File: src/rtl/input_pkg.sv
// Shared definitions for the button input front end.
//   rpt_state_e      : per-channel auto-repeat state encoding
//   DEBOUNCE_100MHZ  : 5 ms stability window at the 100 MHz board clock
//   max_u()          : elaboration-time maximum of two unsigned values
package input_pkg;

  typedef enum logic [1:0] {
    RPT_IDLE   = 2'd0,
    RPT_DELAY  = 2'd1,
    RPT_REPEAT = 2'd2
  } rpt_state_e;

  localparam int unsigned DEBOUNCE_100MHZ = 32'd500000;

  function automatic int unsigned max_u(input int unsigned a, input int unsigned b);
    return (a > b) ? a : b;
  endfunction

endpackage

File: src/rtl/btn_channel.sv
// One button channel: 2-flop synchroniser, stability-window debounce,
// registered press/release pulses and (with AUTO_REPEAT_EN defined) an
// auto-repeat FSM that re-pulses press_o while the button stays held.
// Ports:
//   clk, rst   : clock, synchronous active-high reset
//   pin_i      : raw asynchronous pin
//   level_o    : debounced level
//   press_o    : 1-cycle pulse on accepted rise (and on each repeat)
//   release_o  : 1-cycle pulse on accepted fall
// Macro: AUTO_REPEAT_EN
module btn_channel
  import input_pkg::*;
#(
  parameter int unsigned DEBOUNCE_CYCLES = DEBOUNCE_100MHZ,
  parameter int unsigned REPEAT_DELAY    = 32'd25000000,
  parameter int unsigned REPEAT_RATE     = 32'd5000000
) (
  input  logic clk,
  input  logic rst,
  input  logic pin_i,
  output logic level_o,
  output logic press_o,
  output logic release_o
);

  localparam int unsigned DCNT_W = $clog2(DEBOUNCE_CYCLES + 1);

  logic              meta_q, sync_q;
  logic [DCNT_W-1:0] dcnt_q, dcnt_d;
  logic              level_q, level_d;
  logic              press_q, press_d;
  logic              release_q, release_d;
  logic              accept_c, rise_c, fall_c;

  // Synchroniser
  always_ff @(posedge clk) begin
    if (rst) begin
      meta_q <= 1'b0;
      sync_q <= 1'b0;
    end else begin
      meta_q <= pin_i;
      sync_q <= meta_q;
    end
  end

  // Debounce: any cycle of agreement restarts the window
  always_comb begin
    dcnt_d   = '0;
    level_d  = level_q;
    accept_c = 1'b0;
    if (sync_q != level_q) begin
      if (dcnt_q == DCNT_W'(DEBOUNCE_CYCLES - 1)) begin
        accept_c = 1'b1;
        level_d  = sync_q;
      end else begin
        dcnt_d = dcnt_q + DCNT_W'(1);
      end
    end
  end

  assign rise_c = accept_c & sync_q;
  assign fall_c = accept_c & ~sync_q;

`ifdef AUTO_REPEAT_EN
  localparam int unsigned RCNT_W = $clog2(max_u(REPEAT_DELAY, REPEAT_RATE) + 1);

  rpt_state_e        state_q, state_d;
  logic [RCNT_W-1:0] rcnt_q, rcnt_d;
  logic              rpt_pulse_c;

  // Repeat FSM state register
  always_ff @(posedge clk) begin
    if (rst) begin
      state_q <= RPT_IDLE;
      rcnt_q  <= '0;
    end else begin
      state_q <= state_d;
      rcnt_q  <= rcnt_d;
    end
  end

  // Repeat FSM next state; a release overrides any boundary in the same cycle
  always_comb begin
    state_d     = state_q;
    rcnt_d      = rcnt_q;
    rpt_pulse_c = 1'b0;
    case (state_q)
      RPT_IDLE: begin
        if (rise_c) begin
          state_d = RPT_DELAY;
          rcnt_d  = '0;
        end
      end
      RPT_DELAY: begin
        if (rcnt_q == RCNT_W'(REPEAT_DELAY - 1)) begin
          rpt_pulse_c = 1'b1;
          state_d     = RPT_REPEAT;
          rcnt_d      = '0;
        end else begin
          rcnt_d = rcnt_q + RCNT_W'(1);
        end
      end
      RPT_REPEAT: begin
        if (rcnt_q == RCNT_W'(REPEAT_RATE - 1)) begin
          rpt_pulse_c = 1'b1;
          rcnt_d      = '0;
        end else begin
          rcnt_d = rcnt_q + RCNT_W'(1);
        end
      end
      default: begin
        state_d = RPT_IDLE;
        rcnt_d  = '0;
      end
    endcase
    if (fall_c) begin
      state_d     = RPT_IDLE;
      rcnt_d      = '0;
      rpt_pulse_c = 1'b0;
    end
  end

  assign press_d = rise_c | rpt_pulse_c;
`else
  // Repeat timing parameters have no effect in this build
  logic unused_repeat_cfg;
  assign unused_repeat_cfg = ^{REPEAT_DELAY, REPEAT_RATE};

  assign press_d = rise_c;
`endif

  assign release_d = fall_c;

  // Debounce state and registered outputs
  always_ff @(posedge clk) begin
    if (rst) begin
      dcnt_q    <= '0;
      level_q   <= 1'b0;
      press_q   <= 1'b0;
      release_q <= 1'b0;
    end else begin
      dcnt_q    <= dcnt_d;
      level_q   <= level_d;
      press_q   <= press_d;
      release_q <= release_d;
    end
  end

  assign level_o   = level_q;
  assign press_o   = press_q;
  assign release_o = release_q;

endmodule

File: src/rtl/button_input_array.sv
// N-channel button conditioning front end. Each channel is an independent
// btn_channel; any_press is the OR of all press pulses in the same cycle.
// Ports:
//   clk, rst     : clock, synchronous active-high reset
//   btn_in       : raw pins, bit i = channel i
//   btn_level    : debounced levels
//   btn_press    : 1-cycle press pulses (plus repeats with AUTO_REPEAT_EN)
//   btn_release  : 1-cycle release pulses
//   any_press    : |btn_press
// Macro: AUTO_REPEAT_EN enables per-channel auto-repeat.
module button_input_array
  import input_pkg::*;
#(
  parameter int unsigned N_CH            = 32'd4,
  parameter int unsigned DEBOUNCE_CYCLES = DEBOUNCE_100MHZ,
  parameter int unsigned REPEAT_DELAY    = 32'd25000000,
  parameter int unsigned REPEAT_RATE     = 32'd5000000
) (
  input  logic            clk,
  input  logic            rst,
  input  logic [N_CH-1:0] btn_in,
  output logic [N_CH-1:0] btn_level,
  output logic [N_CH-1:0] btn_press,
  output logic [N_CH-1:0] btn_release,
  output logic            any_press
);

  for (genvar i = 0; i < int'(N_CH); i++) begin : g_ch
    btn_channel #(
      .DEBOUNCE_CYCLES (DEBOUNCE_CYCLES),
      .REPEAT_DELAY    (REPEAT_DELAY),
      .REPEAT_RATE     (REPEAT_RATE)
    ) u_ch (
      .clk       (clk),
      .rst       (rst),
      .pin_i     (btn_in[i]),
      .level_o   (btn_level[i]),
      .press_o   (btn_press[i]),
      .release_o (btn_release[i])
    );
  end

  assign any_press = |btn_press;

endmodule

File: config.mk
export PLATFORM = sky130hd
export DESIGN_NAME = button_input_array
export DESIGN_NICKNAME = d
export VERILOG_FILES = /design/src/rtl/input_pkg.sv /design/src/rtl/btn_channel.sv /design/src/rtl/button_input_array.sv
export SDC_FILE = /design/constraint.sdc
export NUM_CORES = 1
export LEC_CHECK = 0
export ABC_AREA = 0
export BUFFER_PORTS_ARGS = -buffer_cell sky130_fd_sc_hd__buf_2
export CAP_MARGIN = 20
export CORE_AREA = 3 3 101 103
export DETAILED_ROUTE_END_ITERATION = 8
export DIE_AREA = 0 0 104 106
export GPL_TIMING_DRIVEN = 0
export MAX_ROUTING_LAYER = met4
export PLACE_DENSITY_LB_ADDON = 0.08
export SLEW_MARGIN = 20
export SYNTH_ARGS = -nofsm -noshare
export SYNTH_HDL_FRONTEND = slang
export SYNTH_SLANG_ARGS = --single-unit
File: constraint.sdc
create_clock -name clk -period 1.9 [get_ports clk]
set_input_delay 0.19 -clock clk [delete_from_list [all_inputs] [get_ports clk]]
set_output_delay 0.19 -clock clk [all_outputs]
set_load 0.05 [all_outputs]
==> results of run 1 <==
power groups by stage:
stage               clock network, mW  logic (mW)  registers, mW
floorplan                           0      0.0305           2.07
global placement                    0      0.0462           2.07
detailed placement                  0      0.0466           2.07
CTS                              1.28      0.0510           2.03
global route                     1.37      0.0613           2.02
finish                           1.24      0.0533           2.02
layout make-up:
class | instances | share of cell area
tap | 129 | 0.03320
buffer | 20 | 0.02806
clock buffer | 10 | 0.02831
inverter | 11 | 0.008494
timing repair buffer | 34 | 0.04324
multi-input combinational | 342 | 0.4479
sequential | 96 | 0.4015
clock inverter | 6 | 0.009266
critical path, delay by kind of cell, from the launching register on:
| kind | cells | cell delay [ps] |
|---|---|---|
| adders and majority gates | 1 | 160 |
| and+or+nand+nor | 3 | 820 |
| AOI/OAI and AO/OA | 1 | 150 |
| buffers and inverters | 2 | 300 |
| DFF | 1 | 370 |
what timing repair did:
item	4_1_cts	5_1_grt
hold buffers	0	0
resized for setup	18	22
gates cloned	0	0
setup endpoints to repair	55	52
pin swaps	2	8
buffers inserted	5	11
stage by stage:
| stage | setup WS (ps) | area (sq um) |
|---|---|---|
| CTS | 6.289 | 4743 |
| global route | -18.79 | 4861 |
| floorplan | 56.93 | 4207 |
| detailed placement | -369.3 | 4458 |
| global placement | -343.4 | 4458 |
| finish | 37.99 | 4861 |
cells in the final DEF (no fill, tap or decap), drive strengths merged, types with 2 or more instances in the layout:
cell type / count
dfxtp: 96
nor2: 69
buf: 50
xnor2: 32
xor2: 27
nand4: 26
nand2: 26
nand3: 23
nor4: 21
a21oi: 14
clkbuf: 14
nor3: 13
inv: 11
o21ai: 11
nor2b: 10
and3: 9
or4: 9
or3: 9
o31ai: 7
or2: 6
and4: 6
nor4b: 6
nand2b: 4
ha: 4
clkinvlp: 3
clkinv: 3
nand3b: 2
and2: 2
nand4b: 2
per-layer routing:
metal | routed length [um] | share of wire | track usage
met5 | 0 | 0 | -
met4 | 204 | 0.024 | 0.07597
met3 | 232 | 0.027 | 0.03886
met2 | 3911 | 0.46 | 0.2516
met1 | 4126 | 0.49 | 0.1988
final timing paths:
| check | depth (start not counted) | slack [ps] | to |
|---|---|---|---|
| worst max-delay path | 7 | 40 | g_ch[1].u_ch.level_o |
| worst min-delay path | 2 | 30 | g_ch[1].u_ch.meta_q |
| worst min register to register | 1 | 430 | g_ch[0].u_ch.dcnt_q[0] |
| worst max register to register | 7 | 40 | g_ch[1].u_ch.level_o |
Yosys cell counts (9+ instances only):
master,count
nor2b_1,10
buf_4,12
a21oi_1,14
nand3_1,23
nor3_1,13
nor2_1,69
dfxtp_1,96
nand4_1,25
inv_1,11
nor4_1,21
xor2_1,27
and3_1,9
o21ai_0,9
clkbuf_1,9
nand2_1,26
xnor2_1,32
state kept, by name, summed over array words and instances, names as in the netlist:
register,count
g_ch.u_ch.sync_q,4
g_ch.u_ch.meta_q,4
g_ch.u_ch.release_o,4
g_ch.u_ch.level_o,4
g_ch.u_ch.press_o,4
g_ch.u_ch.dcnt_q,76
logic make-up (layout without fill, tap and decap cells):
kind of cell,Yosys count,count (layout),synth area share
AO/OA/AOI/OAI,35,35,0.04942
XOR/XNOR,59,59,0.1230
adder cells (fa/ha/maj),4,4,0.01191
buffers and inverters,37,81,0.04525
flip-flops,96,96,0.4573
multiplexers,1,1,0.002382
AND/OR/NAND/NOR,243,243,0.3108
==> flow_metrics.py, run 1 <==
metrics = {
    "power": {
        "vdd_drop_max_mv": 0.4741,
        "combPwrFrac": 0.016,
        "switching_share": 0.2306,
        "total_power_mw": 3.313,
        "p_leak_nw": 1.542,
        "p_clk_frac": 0.374,
        "p_switching_mw": 0.7640,
        "internal_power_mw": 2.549,
        "seq_power_share": 0.610,
        "p_per_area_nw_per_um2": 681.5,
    },
    "clocking": {
        "cts.path.max_buffers": 2,
        "cts_made_buffers": 9,
        "cts_htree_levels": 3,
        "path_clk_slew_ps": 100,
        "cts-root-buf": "clkbuf_8",
        "clock-sinks": 96,
        "cts_tree": "built",
        "clock_latency_ps": 370,
    },
    "timing": {
        "fin_crit_sh": 0.9800,
        "hold_viol": 0,
        "setup_viol": 0,
        "drv_slew": 0,
        "maxSlewHeadroom": 0.6818,
        "worstMarginPinSlew_ps": 473.0,
        "finClkSkew_ps": 9.984,
        "min_period_ps": 1862,
        "holdWs_ps": 26.33,
        "fmax_ghz": 0.5371,
        "setup_tns_ps": 0,
    },
    "placement": {
        "place_hpwl_um": 5766,
        "port_buffers": 18,
        "placed_cells": 622,
        "place.gp.congestion": 0.8523,
    },
    "floorplan": {
        "die_y_um": 106,
        "core-area_sq_um": 9284,
        "die_x_um": 104,
        "die-area_sq_um": 11020,
        "start_util": 0.4527,
        "io_pins": 19,
        "core.rowCount": 35,
    },
    "route": {
        "final_antenna_net_count": 0,
        "wl_per_cell_um": 13.08,
        "drt_iter0_markers": 161,
        "drc_errors": 0,
        "wl_um": 8473,
        "vias_per_cell": 5.145,
        "drt_first_pass_iters": 6,
        "vias": 3334,
    },
    "worst_hold_path": {
        "holdCritPathClass": "in2reg",
        "hp-start": "btn_in[1]",
    },
    "setup_path": {
        "cp_data_arrival_time_ps": 2170,
        "crit_start": "g_ch[1].u_ch.dcnt_q[0]",
        "start_kind": "register",
        "cpMostUsedCell": "buf_4",
        "crit_path_cell_trace": "ha_4 -> and4_4 -> nand4_1 -> buf_4 -> buf_4 -> or4_1 -> a21oi_1",
        "r2r_start": "g_ch[1].u_ch.dcnt_q[0]",
        "cp_slowest_cell": "or4_1",
        "cp_max_fo": 5,
        "worstPathRequired_ps": 2210,
        "worstSetupPathType": "reg2reg",
        "max_stage_delay_ps": 500,
        "cp-end-kind": "register",
    },
    "global_routing": {
        "grt_pass1_wl_um": 14280,
        "grtUsageTotal": 0.1616,
        "grt_overflow_total": 0,
        "grt_pass1_vias": 3189,
        "antenna_found_initial": 0,
        "grt_max_degree": 17,
    },
    "yosys": {
        "synth-edff-count": 0,
        "yosysSeqAreaShare": 0.4573,
        "synth_nets": 485,
        "avgSynthCellArea_sq_um": 8.848,
        "synth_cells": 475,
        "ys_types": 37,
        "synth.area.top_cells": "dfxtp_1 46%, xnor2_1 6.7%, nor2_1 6.2%",
        "yosysTopAreaCell": "dfxtp_1",
        "synth.top_cell.area_share": 0.4573,
        "ys.flop_type": "dfxtp_1",
        "ys_ff_latch": 96,
        "synthArstFlopShare": 0,
        "synth_area_sq_um": 4203,
        "yosys_warnings": 0,
    },
    "finish": {
        "final_core_util": 0.5236,
        "register_area_sq_um": 1952,
        "layout.cells.non_filler": 648,
        "fill_cells": 919,
        "drive_above_1_share": 0.1965,
        "multi_input_area_sq_um": 2177,
        "nets": 524,
        "area_growth_pct": 15.66,
        "diodes": 0,
    },
    "status": {
        "status": "finished clean",
    },
    "run": {
        "cap_violations": 0,
    },
}
Note: power is estimated with default switching activity, not from simulation.
==> inputs of run 2 (changes only) <==
CORE_AREA = 3 3 92 94   (was 3 3 101 103)
CTS_CLUSTER_DIAMETER = 120   (was default)
DIE_AREA = 0 0 95 97   (was 0 0 104 106)
MAX_ROUTING_LAYER = default   (was met4)
==> run 2 against run 1 <==
Sequential share of layout area shrank 0.46 points. Critical endpoint is now g_ch[1].u_ch.dcnt_q[17]. Flip-flop and latch count is the same. Clock-buffer cell count up 1. Cell area grew 0.69%. Critical path type unchanged. Non-clock buffer count up 2. Cell count decreased by 3.9%. Worst setup slack better by 34 ps. Largest cell class unchanged.
==> flow_metrics.py, run 2 (synthesis gave the netlist of run 1 again) <==
metrics = {
    "finish": {
        "nets": 526,
        "most-common-layout-cells": "85 x dfxtp_1, 69 x nor2_1, 32 x xnor2_1, 32 x buf_4, 27 x xor2_1",
        "final_core_util": 0.6334,
        "largest_reg_flops": 76,
        "area_growth_pct": 16.46,
        "regMostFlops": "g_ch.u_ch.dcnt_q",
        "final_common_cell": "dfxtp_1",
        "diodes": 0,
        "drive_above_1_share": 0.1939,
    },
    "power": {
        "p_switching_mw": 0.7330,
        "p_leak_nw": 1.582,
        "combPwrFrac": 0.016,
        "p_clk_frac": 0.414,
        "switching_share": 0.2063,
        "seq_power_share": 0.570,
        "vdd_drop_max_mv": 0.3464,
        "internal_power_mw": 2.821,
        "p_per_area_nw_per_um2": 726.1,
    },
    "placement": {
        "place_hpwl_um": 5605,
        "place.gp.congestion": 0.8426,
        "port_buffers": 18,
    },
    "floorplan": {
        "die_x_um": 95,
        "die-area_sq_um": 9215,
        "start_util": 0.5439,
        "core-area_sq_um": 7727,
        "core.rowCount": 32,
        "io_pins": 19,
        "die_y_um": 97,
    },
    "clocking": {
        "cts.path.max_buffers": 2,
        "cts_tree": "built",
        "path_clk_slew_ps": 90,
        "hold_buffers": 0,
        "cts-root-buf": "clkbuf_8",
        "cts_htree_levels": 3,
        "clock-sinks": 96,
        "cts_made_buffers": 9,
        "clock_latency_ps": 360,
    },
    "route": {
        "drt_iter0_markers": 76,
        "vias": 3419,
        "final_antenna_net_count": 0,
        "drc_errors": 0,
        "wl_per_cell_um": 13.17,
        "wl_um": 8208,
        "vias_per_cell": 5.488,
        "drt_first_pass_iters": 4,
    },
    "setup_path": {
        "worstSetupPathType": "reg2reg",
        "cp_data_arrival_time_ps": 2110,
        "cp_num_cells": 4,
        "cp.buffers_inverters": 0,
        "crit_family": "simple AND/OR/NAND/NOR gates",
        "cp-end-kind": "register",
        "max_stage_delay_ps": 490,
        "cp_max_fo": 6,
        "worstPathRequired_ps": 2190,
        "crit_path_cell_trace": "nand4_1 -> or3_1 -> or4_1 -> a21oi_1",
        "cp_slowest_cell": "or3_1",
        "start_kind": "register",
        "reg2regPathDepth": 4,
    },
    "timing": {
        "maxSlewHeadroom": 0.6352,
        "fin_crit_sh": 0.9620,
        "holdWs_ps": 47.83,
        "hold_viol": 0,
        "finClkSkew_ps": 10.56,
        "fmax_ghz": 0.5471,
        "setup_viol": 0,
        "min_period_ps": 1828,
        "worstMarginPinSlew_ps": 547.2,
        "drv_slew": 0,
    },
    "global_routing": {
        "antenna_found_initial": 0,
        "grt_pass1_wl_um": 13750,
        "grt_overflow_total": 0,
        "grt_pass1_vias": 3064,
        "grtUsageTotal": 0.1822,
        "grt_max_degree": 16,
    },
    "run": {
        "cap_violations": 0,
    },
    "status": {
        "status": "finished clean",
    },
    "worst_hold_path": {
        "hold_depth": 2,
        "holdCritPathClass": "in2reg",
    },
}
==> run 2: cell types whose count changed in the layout (fill, tap and decap cells not counted), moves of 2 or more <==
cell,change
bufinv_16,+2
clkinv_4,-2
clkinvlp_4,-3
dfxtp_1,+3
dfxtp_4,-2
==> run 2: layout make-up <==
class,count,area [sq um]
Fill cell,665,2833
Multi-Input combinational cell,342,2197
Sequential cell,96,1943
Timing Repair Buffer,36,225.2
Clock buffer,11,141.4
Buffer,20,140.1
Tap cell,102,127.6
Clock inverter,5,78.83
Inverter,11,41.29
==> run 2: metal layers <==
layer	track usage	up-vias	part of all wire
met4	0.06326	0	0.017
met1	0.2521	1606	0.50
li1	-	1744	-
met5	0	-	0
met2	0.2858	56	0.45
met3	0.03033	13	0.027
==> run 2: per-stage QoR <==
step | setup WS, ps | TNS (ps) | area [sq um] | total power, mW | std cells
detailed placement | -353.2 | -10190 | 4424 | 2.122 | 595
global placement | -301.4 | -9193 | 4424 | 2.121 | 595
CTS | 0.01399 | 0 | 4731 | 3.574 | 612
floorplan | 56.93 | 0 | 4207 | 2.103 | 475
global route | -21.44 | -26.18 | 4895 | 3.668 | 623
finish | 72.15 | 0 | 4895 | 3.554 | 623
==> run 2: worst paths after layout <==
path	start	to	slack, ps
setup reg to reg	g_ch[1].u_ch.dcnt_q[8]	g_ch[1].u_ch.dcnt_q[17]	70
setup / recovery	g_ch[1].u_ch.dcnt_q[8]	g_ch[1].u_ch.dcnt_q[17]	70
hold reg to reg	g_ch[0].u_ch.dcnt_q[0]	g_ch[0].u_ch.dcnt_q[0]	430
hold / removal	btn_in[2]	g_ch[2].u_ch.meta_q	50
==> run 2: timing repair <==
item | 4_1_cts | 5_1_grt
hold endpoints to repair | 0 | 0
resized for setup | 16 | 22
setup endpoints to repair | 54 | 56
buffers inserted | 3 | 15
pin swaps | 2 | 9
==> run 2: power by group through the flow <==
stage	combinational (mW)	clock, mW	sequential [mW]
floorplan	0.0305	0	2.07
global placement	0.0468	0	2.07
detailed placement	0.0476	0	2.07
CTS	0.0509	1.50	2.03
global route	0.0648	1.58	2.03
finish	0.0577	1.47	2.02
